<file path="src/rtl/instr_fetch_if.sv">
// Fetch-side bus bundle: ROM request/response plus the decoder-facing valid/ready queue head.
interface instr_fetch_if #(
  parameter int unsigned ADDR_W  = 13,
  parameter int unsigned INSTR_W = 32
) ();
  logic [ADDR_W-1:0]  mem_addr_o;
  logic               mem_ren_o;
  logic               mem_halt_o;
  logic [INSTR_W-1:0] mem_data_i;
  logic               mem_valid_i;
  logic               out_valid_o;
  logic               out_ready_i;
  logic [INSTR_W-1:0] out_instr_o;
  logic [ADDR_W-1:0]  out_pc_o;

  modport master (
    output mem_addr_o, mem_ren_o, mem_halt_o, out_valid_o, out_instr_o, out_pc_o,
    input  mem_data_i, mem_valid_i, out_ready_i
  );

  modport slave (
    input  mem_addr_o, mem_ren_o, mem_halt_o, out_valid_o, out_instr_o, out_pc_o,
    output mem_data_i, mem_valid_i, out_ready_i
  );
endinterface

</file>
<file path="src/rtl/instr_fetch.sv">
// Credit-controlled instruction fetch front-end feeding an in-order queue from a fixed-latency ROM.
// Optional performance counters are built when IFETCH_PERF_EN is defined.
module instr_fetch #(
  parameter int unsigned ADDR_W  = 13,
  parameter int unsigned INSTR_W = 32,
  parameter int unsigned LAT     = 3,
  parameter int unsigned DEPTH   = 8
) (
  input  logic              clk,
  input  logic              rst_n,
  input  logic              start_i,
  input  logic [ADDR_W-1:0] start_addr_i,
  input  logic [ADDR_W:0]   len_i,
  input  logic              halt_i,
  instr_fetch_if.master     bus,
  output logic              busy_o,
  output logic              done_o
`ifdef IFETCH_PERF_EN
  ,
  output logic [31:0]       perf_stall_o,
  output logic [31:0]       perf_fetch_o
`endif
);

  localparam int unsigned PW = (DEPTH > 1) ? $clog2(DEPTH) : 1;
  localparam int unsigned CW = PW + 1;
  localparam int unsigned IW = $clog2(LAT + 2);
  localparam int unsigned GW = (LAT > 1) ? $clog2(LAT + 1) : 1;
  localparam logic [CW:0]   DEPTH_C = (CW+1)'(DEPTH);
  localparam logic [GW-1:0] LAT_C   = GW'(LAT);

  typedef enum logic [1:0] {IDLE, FETCH, DRAIN} state_t;

  state_t             state;
  logic [ADDR_W-1:0]  pc;
  logic [ADDR_W-1:0]  head_pc;
  logic [ADDR_W:0]    remaining;
  logic [IW-1:0]      inflight;
  logic [CW-1:0]      count;
  logic [PW-1:0]      wr_ptr;
  logic [PW-1:0]      rd_ptr;
  logic [GW-1:0]      ign_cnt;
  logic               mem_ren_q;
  logic [ADDR_W-1:0]  mem_addr_q;
  logic               mem_halt_q;
  logic               done_q;
  logic [INSTR_W-1:0] fifo [DEPTH];

  logic              start_ok;
  logic              issue_start;
  logic              issue_fetch;
  logic              issue;
  logic              accept;
  logic              pop;
  logic              drain_done;
  logic [ADDR_W-1:0] issue_addr;
  logic [CW:0]       occupancy;

  // The first read is issued in the same cycle the start is accepted, so
  // mem_ren_o rises one cycle after start_i.
  always_comb begin
    start_ok    = (state == IDLE) && start_i && !halt_i;
    issue_start = start_ok && (len_i != '0);
    occupancy   = (CW+1)'(count) + (CW+1)'(inflight);
    issue_fetch = (state == FETCH) && !halt_i && (remaining != '0) && (occupancy < DEPTH_C);
    issue       = issue_start || issue_fetch;
    issue_addr  = issue_start ? start_addr_i : pc;
    accept      = bus.mem_valid_i && (ign_cnt == '0) && (state != IDLE) && (inflight != '0);
    pop         = (count != '0) && bus.out_ready_i;
    // Looking through the final pop lets done_o land the cycle after it.
    drain_done  = (inflight == '0) && ((count == '0) || ((count == CW'(1)) && pop));
  end

  always_ff @(posedge clk or negedge rst_n) begin
    if (!rst_n) begin
      state      <= IDLE;
      pc         <= '0;
      head_pc    <= '0;
      remaining  <= '0;
      inflight   <= '0;
      count      <= '0;
      wr_ptr     <= '0;
      rd_ptr     <= '0;
      ign_cnt    <= '0;
      mem_ren_q  <= 1'b0;
      mem_addr_q <= '0;
      mem_halt_q <= 1'b0;
      done_q     <= 1'b0;
    end else begin
      mem_halt_q <= halt_i;
      if (halt_i) begin
        // Reads already issued still return; the window masks them.
        state      <= IDLE;
        remaining  <= '0;
        inflight   <= '0;
        count      <= '0;
        wr_ptr     <= '0;
        rd_ptr     <= '0;
        ign_cnt    <= LAT_C;
        mem_ren_q  <= 1'b0;
        mem_addr_q <= '0;
        done_q     <= 1'b0;
      end else begin
        mem_ren_q  <= issue;
        mem_addr_q <= issue ? issue_addr : '0;
        done_q     <= 1'b0;
        if (ign_cnt != '0) ign_cnt <= ign_cnt - GW'(1);
        if (issue) pc <= issue_addr + ADDR_W'(1);

        case (state)
          IDLE: begin
            if (start_ok) begin
              head_pc   <= start_addr_i;
              remaining <= issue_start ? (len_i - (ADDR_W+1)'(1)) : '0;
              if (!issue_start) pc <= start_addr_i;
              state     <= (len_i > (ADDR_W+1)'(1)) ? FETCH : DRAIN;
            end
          end
          FETCH: begin
            if (issue_fetch) begin
              remaining <= remaining - (ADDR_W+1)'(1);
              if (remaining == (ADDR_W+1)'(1)) state <= DRAIN;
            end
          end
          DRAIN: begin
            if (drain_done) begin
              state  <= IDLE;
              done_q <= 1'b1;
            end
          end
          default: state <= IDLE;
        endcase

        case ({issue, accept})
          2'b10:   inflight <= inflight + IW'(1);
          2'b01:   inflight <= inflight - IW'(1);
          default: ;
        endcase

        if (accept) wr_ptr <= wr_ptr + PW'(1);
        if (pop) begin
          rd_ptr  <= rd_ptr + PW'(1);
          head_pc <= head_pc + ADDR_W'(1);
        end

        case ({accept, pop})
          2'b10:   count <= count + CW'(1);
          2'b01:   count <= count - CW'(1);
          default: ;
        endcase
      end
    end
  end

  always_ff @(posedge clk) begin
    if (accept) fifo[wr_ptr] <= bus.mem_data_i;
  end

  assign bus.mem_addr_o  = mem_addr_q;
  assign bus.mem_ren_o   = mem_ren_q;
  assign bus.mem_halt_o  = mem_halt_q;
  assign bus.out_valid_o = (count != '0);
  assign bus.out_instr_o = (count != '0) ? fifo[rd_ptr] : '0;
  assign bus.out_pc_o    = head_pc;
  assign busy_o          = (state != IDLE);
  assign done_o          = done_q;

`ifdef IFETCH_PERF_EN
  logic [31:0] stall_q;
  logic [31:0] fetch_q;

  always_ff @(posedge clk or negedge rst_n) begin
    if (!rst_n) begin
      stall_q <= '0;
      fetch_q <= '0;
    end else if (start_ok) begin
      stall_q <= '0;
      fetch_q <= issue_start ? 32'd1 : 32'd0;
    end else begin
      if (issue && (fetch_q != '1)) fetch_q <= fetch_q + 32'd1;
      if ((state == FETCH) && (remaining != '0) && !issue && (stall_q != '1))
        stall_q <= stall_q + 32'd1;
    end
  end

  assign perf_stall_o = stall_q;
  assign perf_fetch_o = fetch_q;
`endif

`ifndef SYNTHESIS
  // Returned data with nothing outstanding (outside the post-halt window) is a ROM protocol error.
  always_ff @(posedge clk) begin
    if (rst_n && bus.mem_valid_i && (ign_cnt == '0) && !halt_i)
      assert ((state != IDLE) && (inflight != '0))
        else $error("instr_fetch: mem_valid_i with no read outstanding");
  end
`endif

endmodule

</file>
<file path="src/flat_wrapper.sv">
// flat-port wrapper written by rule: the top's interface ports become plain ports
module instr_fetch_flat 
#(
  parameter int unsigned ADDR_W  = 13,
  parameter int unsigned INSTR_W = 32,
  parameter int unsigned LAT     = 3,
  parameter int unsigned DEPTH   = 8
)
  (clk, rst_n, start_i, start_addr_i, len_i, halt_i, busy_o, done_o, bus_mem_addr_o, bus_mem_ren_o, bus_mem_halt_o, bus_out_valid_o, bus_out_instr_o, bus_out_pc_o, bus_mem_data_i, bus_mem_valid_i, bus_out_ready_i);
  instr_fetch_if #(.ADDR_W(ADDR_W), .INSTR_W(INSTR_W)) bus_i ();
  input  logic clk;
  input  logic rst_n;
  input  logic start_i;
  input  logic [ADDR_W-1:0] start_addr_i;
  input  logic [ADDR_W:0] len_i;
  input  logic halt_i;
  output logic busy_o;
  output logic done_o;
  output wire logic [$bits(bus_i.mem_addr_o)-1:0] bus_mem_addr_o;
  output wire logic [$bits(bus_i.mem_ren_o)-1:0] bus_mem_ren_o;
  output wire logic [$bits(bus_i.mem_halt_o)-1:0] bus_mem_halt_o;
  output wire logic [$bits(bus_i.out_valid_o)-1:0] bus_out_valid_o;
  output wire logic [$bits(bus_i.out_instr_o)-1:0] bus_out_instr_o;
  output wire logic [$bits(bus_i.out_pc_o)-1:0] bus_out_pc_o;
  input wire logic [$bits(bus_i.mem_data_i)-1:0] bus_mem_data_i;
  input wire logic [$bits(bus_i.mem_valid_i)-1:0] bus_mem_valid_i;
  input wire logic [$bits(bus_i.out_ready_i)-1:0] bus_out_ready_i;
  assign bus_mem_addr_o = bus_i.mem_addr_o;
  assign bus_mem_ren_o = bus_i.mem_ren_o;
  assign bus_mem_halt_o = bus_i.mem_halt_o;
  assign bus_out_valid_o = bus_i.out_valid_o;
  assign bus_out_instr_o = bus_i.out_instr_o;
  assign bus_out_pc_o = bus_i.out_pc_o;
  assign bus_i.mem_data_i = bus_mem_data_i;
  assign bus_i.mem_valid_i = bus_mem_valid_i;
  assign bus_i.out_ready_i = bus_out_ready_i;
  instr_fetch #(.ADDR_W(ADDR_W), .INSTR_W(INSTR_W), .LAT(LAT), .DEPTH(DEPTH)) u_core (.clk(clk), .rst_n(rst_n), .start_i(start_i), .start_addr_i(start_addr_i), .len_i(len_i), .halt_i(halt_i), .bus(bus_i), .busy_o(busy_o), .done_o(done_o));
endmodule
</file>
<file path="config.mk">
export PLATFORM = sky130hd
export DESIGN_NAME = instr_fetch_flat
export DESIGN_NICKNAME = d
export VERILOG_FILES = /design/src/rtl/instr_fetch_if.sv /design/src/rtl/instr_fetch.sv /design/src/flat_wrapper.sv
export SDC_FILE = /design/constraint.sdc
export NUM_CORES = 1
export LEC_CHECK = 0
export CAP_MARGIN = 20
export CELL_PAD_IN_SITES_DETAIL_PLACEMENT = 1
export CELL_PAD_IN_SITES_GLOBAL_PLACEMENT = 1
export CORE_MARGIN = 4
export CORE_UTILIZATION = 45
export CTS_BUF_LIST = sky130_fd_sc_hd__clkbuf_4
export DETAILED_ROUTE_END_ITERATION = 10
export PLACE_DENSITY_LB_ADDON = 0.1
export SLEW_MARGIN = 20
export SYNTH_ARGS = -nofsm -noshare
export SYNTH_HDL_FRONTEND = slang
export SYNTH_SLANG_ARGS = --single-unit
</file>
<file path="constraint.sdc">
create_clock -name clk -period 5.05 [get_ports clk]
set_clock_uncertainty 0.05 [all_clocks]
set_input_delay 1.01 -clock clk [delete_from_list [all_inputs] [get_ports clk]]
set_output_delay 1.01 -clock clk [all_outputs]
set_load 0.01 [all_outputs]
</file>
==> flow_results.org <==
** Synthesis
- For this run, the number of Yosys warnings is 0.
- Synthesized instance count :: roughly 960
- Number of synthesized flops with an enable pin :: 256
- Fraction of the yosys area taken by sequential cells :: approximately 66%
- Counting distinct cell types in the post-synthesis netlist gives 75.
- Asr flop ratio synth :: 22.2%
- Post-synthesis register bit count :: approximately 330
- Netlist area before placement :: about 0.014 mm²
- Nets in the synthesized netlist :: 1038
- Main synth FF type :: sky130_fd_sc_hd__edfxtp_1
- After synthesis, the mean cell area works out to about 15 µm².

** Layout
- Nets@finish :: 1238
- In the layout the commonest cells are 256 x sky130_fd_sc_hd__edfxtp_1, 127 x sky130_fd_sc_hd__clkbuf_4, 126 x sky130_fd_sc_hd__clkdlybuf4s50_1.
- Summing all non-filler instances in the final layout gives an area of 0.0174 mm².
- Counting the fill cells in the layout gives approximately 3.1k.
- Leaving out fill and tap cells, the most frequent cell in the layout is sky130_fd_sc_hd__edfxtp_1.
- The post-route netlist has between 20 and 25% of its cells at a drive strength greater than 1.
- Compared with the post-synthesis result, the final layout area differs by 20.7%.

** Setup path
- STA classifies the critical path startpoint as a flip-flop.
- Critical setup path kind :: flip-flop to primary output
- Required time at the worst-slack endpoint :: roughly 4000 ps
- Worst reg2reg path depth :: 10
- STA classifies the critical path endpoint as a primary output.
- Critical register-to-register path startpoint :: u_core.count[1]
- R2R Path End :: u_core.bus.out_pc_o[9]
- Critical path data arrival time :: 3380 ps
- Along the worst path, the maximum fanout reaches 30.
- For flop-to-flop paths, the worst setup slack is 1730 ps.

** Detailed routing
- After detailed routing, the number of vias per cell comes to 5.65.
- DRC Markers :: 0
- Average wire per cell in the routed design :: 22.0 µm
- Routed vias :: 9118
- The detail route stage leaves a number of antenna-violating nets equal to 0.
- Final routed wirelength across all metal layers :: 35.5 mm
- Before antenna repair, the detailed router went through 5 iterations.
- In this run, the number of DRC markers left after iteration 0 of detailed routing was 553.

** Pwr
- Maximum vdd drop :: 0.000274 V
- Power per cell area :: 502 mW/mm²
- In this run the static leakage power is 6.01 nW.

** Clock network
- Hold repair after CTS inserted 0 buffers.
- The later pin in the worst-skew pair is clocked with a latency of 760 ps.
- TritonCTS created between 80 and 90 clock buffers.
- CTS built an H-tree with a depth of 3.
- No sink is reached through more buffers than the 3 on the longest clock path.
- Cell at the root of the clock tree :: sky130_fd_sc_hd__clkbuf_4
- Total of cells resized after clock tree synthesis :: 0
- The clock net in this run drives a total of 329 sinks.
- Post-CTS setup-driven buffer insertion count :: 0
- CTS tree :: built
- Clock-pin slew was measured on the worst setup and hold paths at roughly 60 ps.

** Hold path
- Class of the tightest hold or removal check :: primary input to async pin

** Timing
- Post-layout min period :: 4440 ps
- The number of hold-slack violations in the final timing report is 0.
- RSZ-0062 raised after global routing :: false
- The final count of pins violating max slew came to 0.
- For the pin with the worst max-slew slack, the measured transition is 1030 ps.
- Slew headroom :: a little under a third
- Highest attainable clock frequency :: around 0.23 GHz
- Hold is met by between 300 and 400 ps.
- Setup violations remaining at the end of the flow were counted as 0.
- After layout, the worst path uses slightly below 90% of the clock period.
- Final sum of negative setup slack :: 0 ps

** Die
- Effective utilization at floorplan :: 45.7%
- The die covers around 0.035 mm².
- After floorplanning, the core was divided into 65 placement rows.
- From bottom edge to top edge, the die measures 187 µm.
- 128 I/O pins were placed.
- Floorplan core area :: 0.0316 mm²
- X dimension of the die :: roughly 190 µm

** GRT
- The initial antenna violation count is 2.
- The via count of the first global-routing pass came to 9887.
- Entering global routing, the biggest net connects 74 pins.
- Global routing finished with a remaining overflow of 0.
- Global routing consumed, over all layers together, between 20 and 25% of the routing resources.
- The first global-routing pass estimated about 56 mm of wire.

** Flow run
- Max-cap check violation count :: 0

** Placement
- Port Buffer Count :: 127
- Detailed placement finished with a half-perimeter wire length of 22.3 mm.
- Placed Area :: 0.0163 mm²
- Placer congestion estimate :: 0.832

** Outcome
- Result of the run :: complete, no violations
[critical path, stage by stage (launching register included)]
cell and delay (ps):
sky130_fd_sc_hd__dfrtp_4 850, sky130_fd_sc_hd__buf_4 440, sky130_fd_sc_hd__mux4_2 580, sky130_fd_sc_hd__mux2i_1 150
sky130_fd_sc_hd__nor2_1 70, sky130_fd_sc_hd__clkdlybuf4s50_1 520
[registers in the layout (all words and copies together), names as in the netlist]
name,flops
u_core.bus.mem_ren_o,1
u_core.count,4
u_core.state,2
u_core.inflight,3
u_core.remaining,14
u_core.bus.mem_halt_o,1
u_core.pc,13
u_core.fifo,256
u_core.wr_ptr,3
u_core.ign_cnt,2
u_core.bus.mem_addr_o,13
u_core.done_o,1
u_core.bus.out_pc_o,13
u_core.rd_ptr,3
[logic make-up after synthesis]
family | count (synthesis) | share of synthesized area (%)
mux | 100 | 12.5
compound gates | 157 | 7.31
simple gates | 253 | 8.70
xor+xnor | 35 | 2.18
fa+ha+maj | 15 | 1.35
flops | 329 | 66.0
buf+inv | 69 | 1.99
[routing by layer]
layer	track usage (%)	share of wire [%]
met5	0	0.020
met4	5.46	1.5
met1	26.2	43
met3	4.59	4.6
met2	35.6	51
[synth_stat cells (all sizes together) (17+ instances only)]
cell    count  area share [%]
o21ai      33             1.1
mux4       64              10
dfrtp      73              13
nand3      23            0.80
nand2      66             1.7
clkbuf     30            0.78
inv        17            0.44
a21oi      47             1.6
buf        22            0.76
mux2i      35             2.4
nor2       88             2.5
xor2       19             1.2
edfxtp    256              53
o22ai      21            0.91
[through the flow]
step	util [%]	cells	power (mW)	worst slack, ps
2_1_floorplan	-	958	5.26	136
4_1_cts	55.2	1614	8.88	469
6_report	55.2	1615	8.74	608
3_5_place_dp	51.7	1470	6.53	671
5_1_grt	55.2	1615	9.32	302
3_3_place_gp	51.7	1470	6.48	818
[worst max path at each step]
stage,from,end,slack [ps],cells after the start
3_3_place_gp,len_i[8],u_core.pc[8],820,14
5_1_grt,u_core.rd_ptr[0],bus_out_instr_o[20],300,5
6_report,u_core.rd_ptr[0],bus_out_instr_o[21],610,5
2_1_floorplan,bus_mem_valid_i,u_core.fifo[0][0],140,2
3_5_place_dp,len_i[8],u_core.pc[10],670,14
4_1_cts,u_core.rd_ptr[0],bus_out_instr_o[20],470,5
[power breakdown]
part | switching (mW) | leakage [nW] | internal (mW)
combinational | 1.56 | 2.16 | 1.43
clock | 1.09 | 0.640 | 1.21
sequential | 0.316 | 3.22 | 3.14
total | 2.97 | 6.01 | 5.77
[area by class of cell]
| cell class | count | area (µm²) | share of cell area, % |
|---|---|---|---|
| sequential | 329 | 9520 | 54.7 |
| multi-input combinational | 560 | 4680 | 26.9 |
| timing repair buffer | 162 | 1560 | 8.94 |
| clock buffer | 127 | 953 | 5.48 |
| tap | 402 | 503 | 2.89 |
| clock inverter | 17 | 129 | 0.740 |
| inverter | 17 | 63.8 | 0.367 |
| antenna | 1 | 2.50 | 0.0144 |
(Power assumes the default switching activity.)
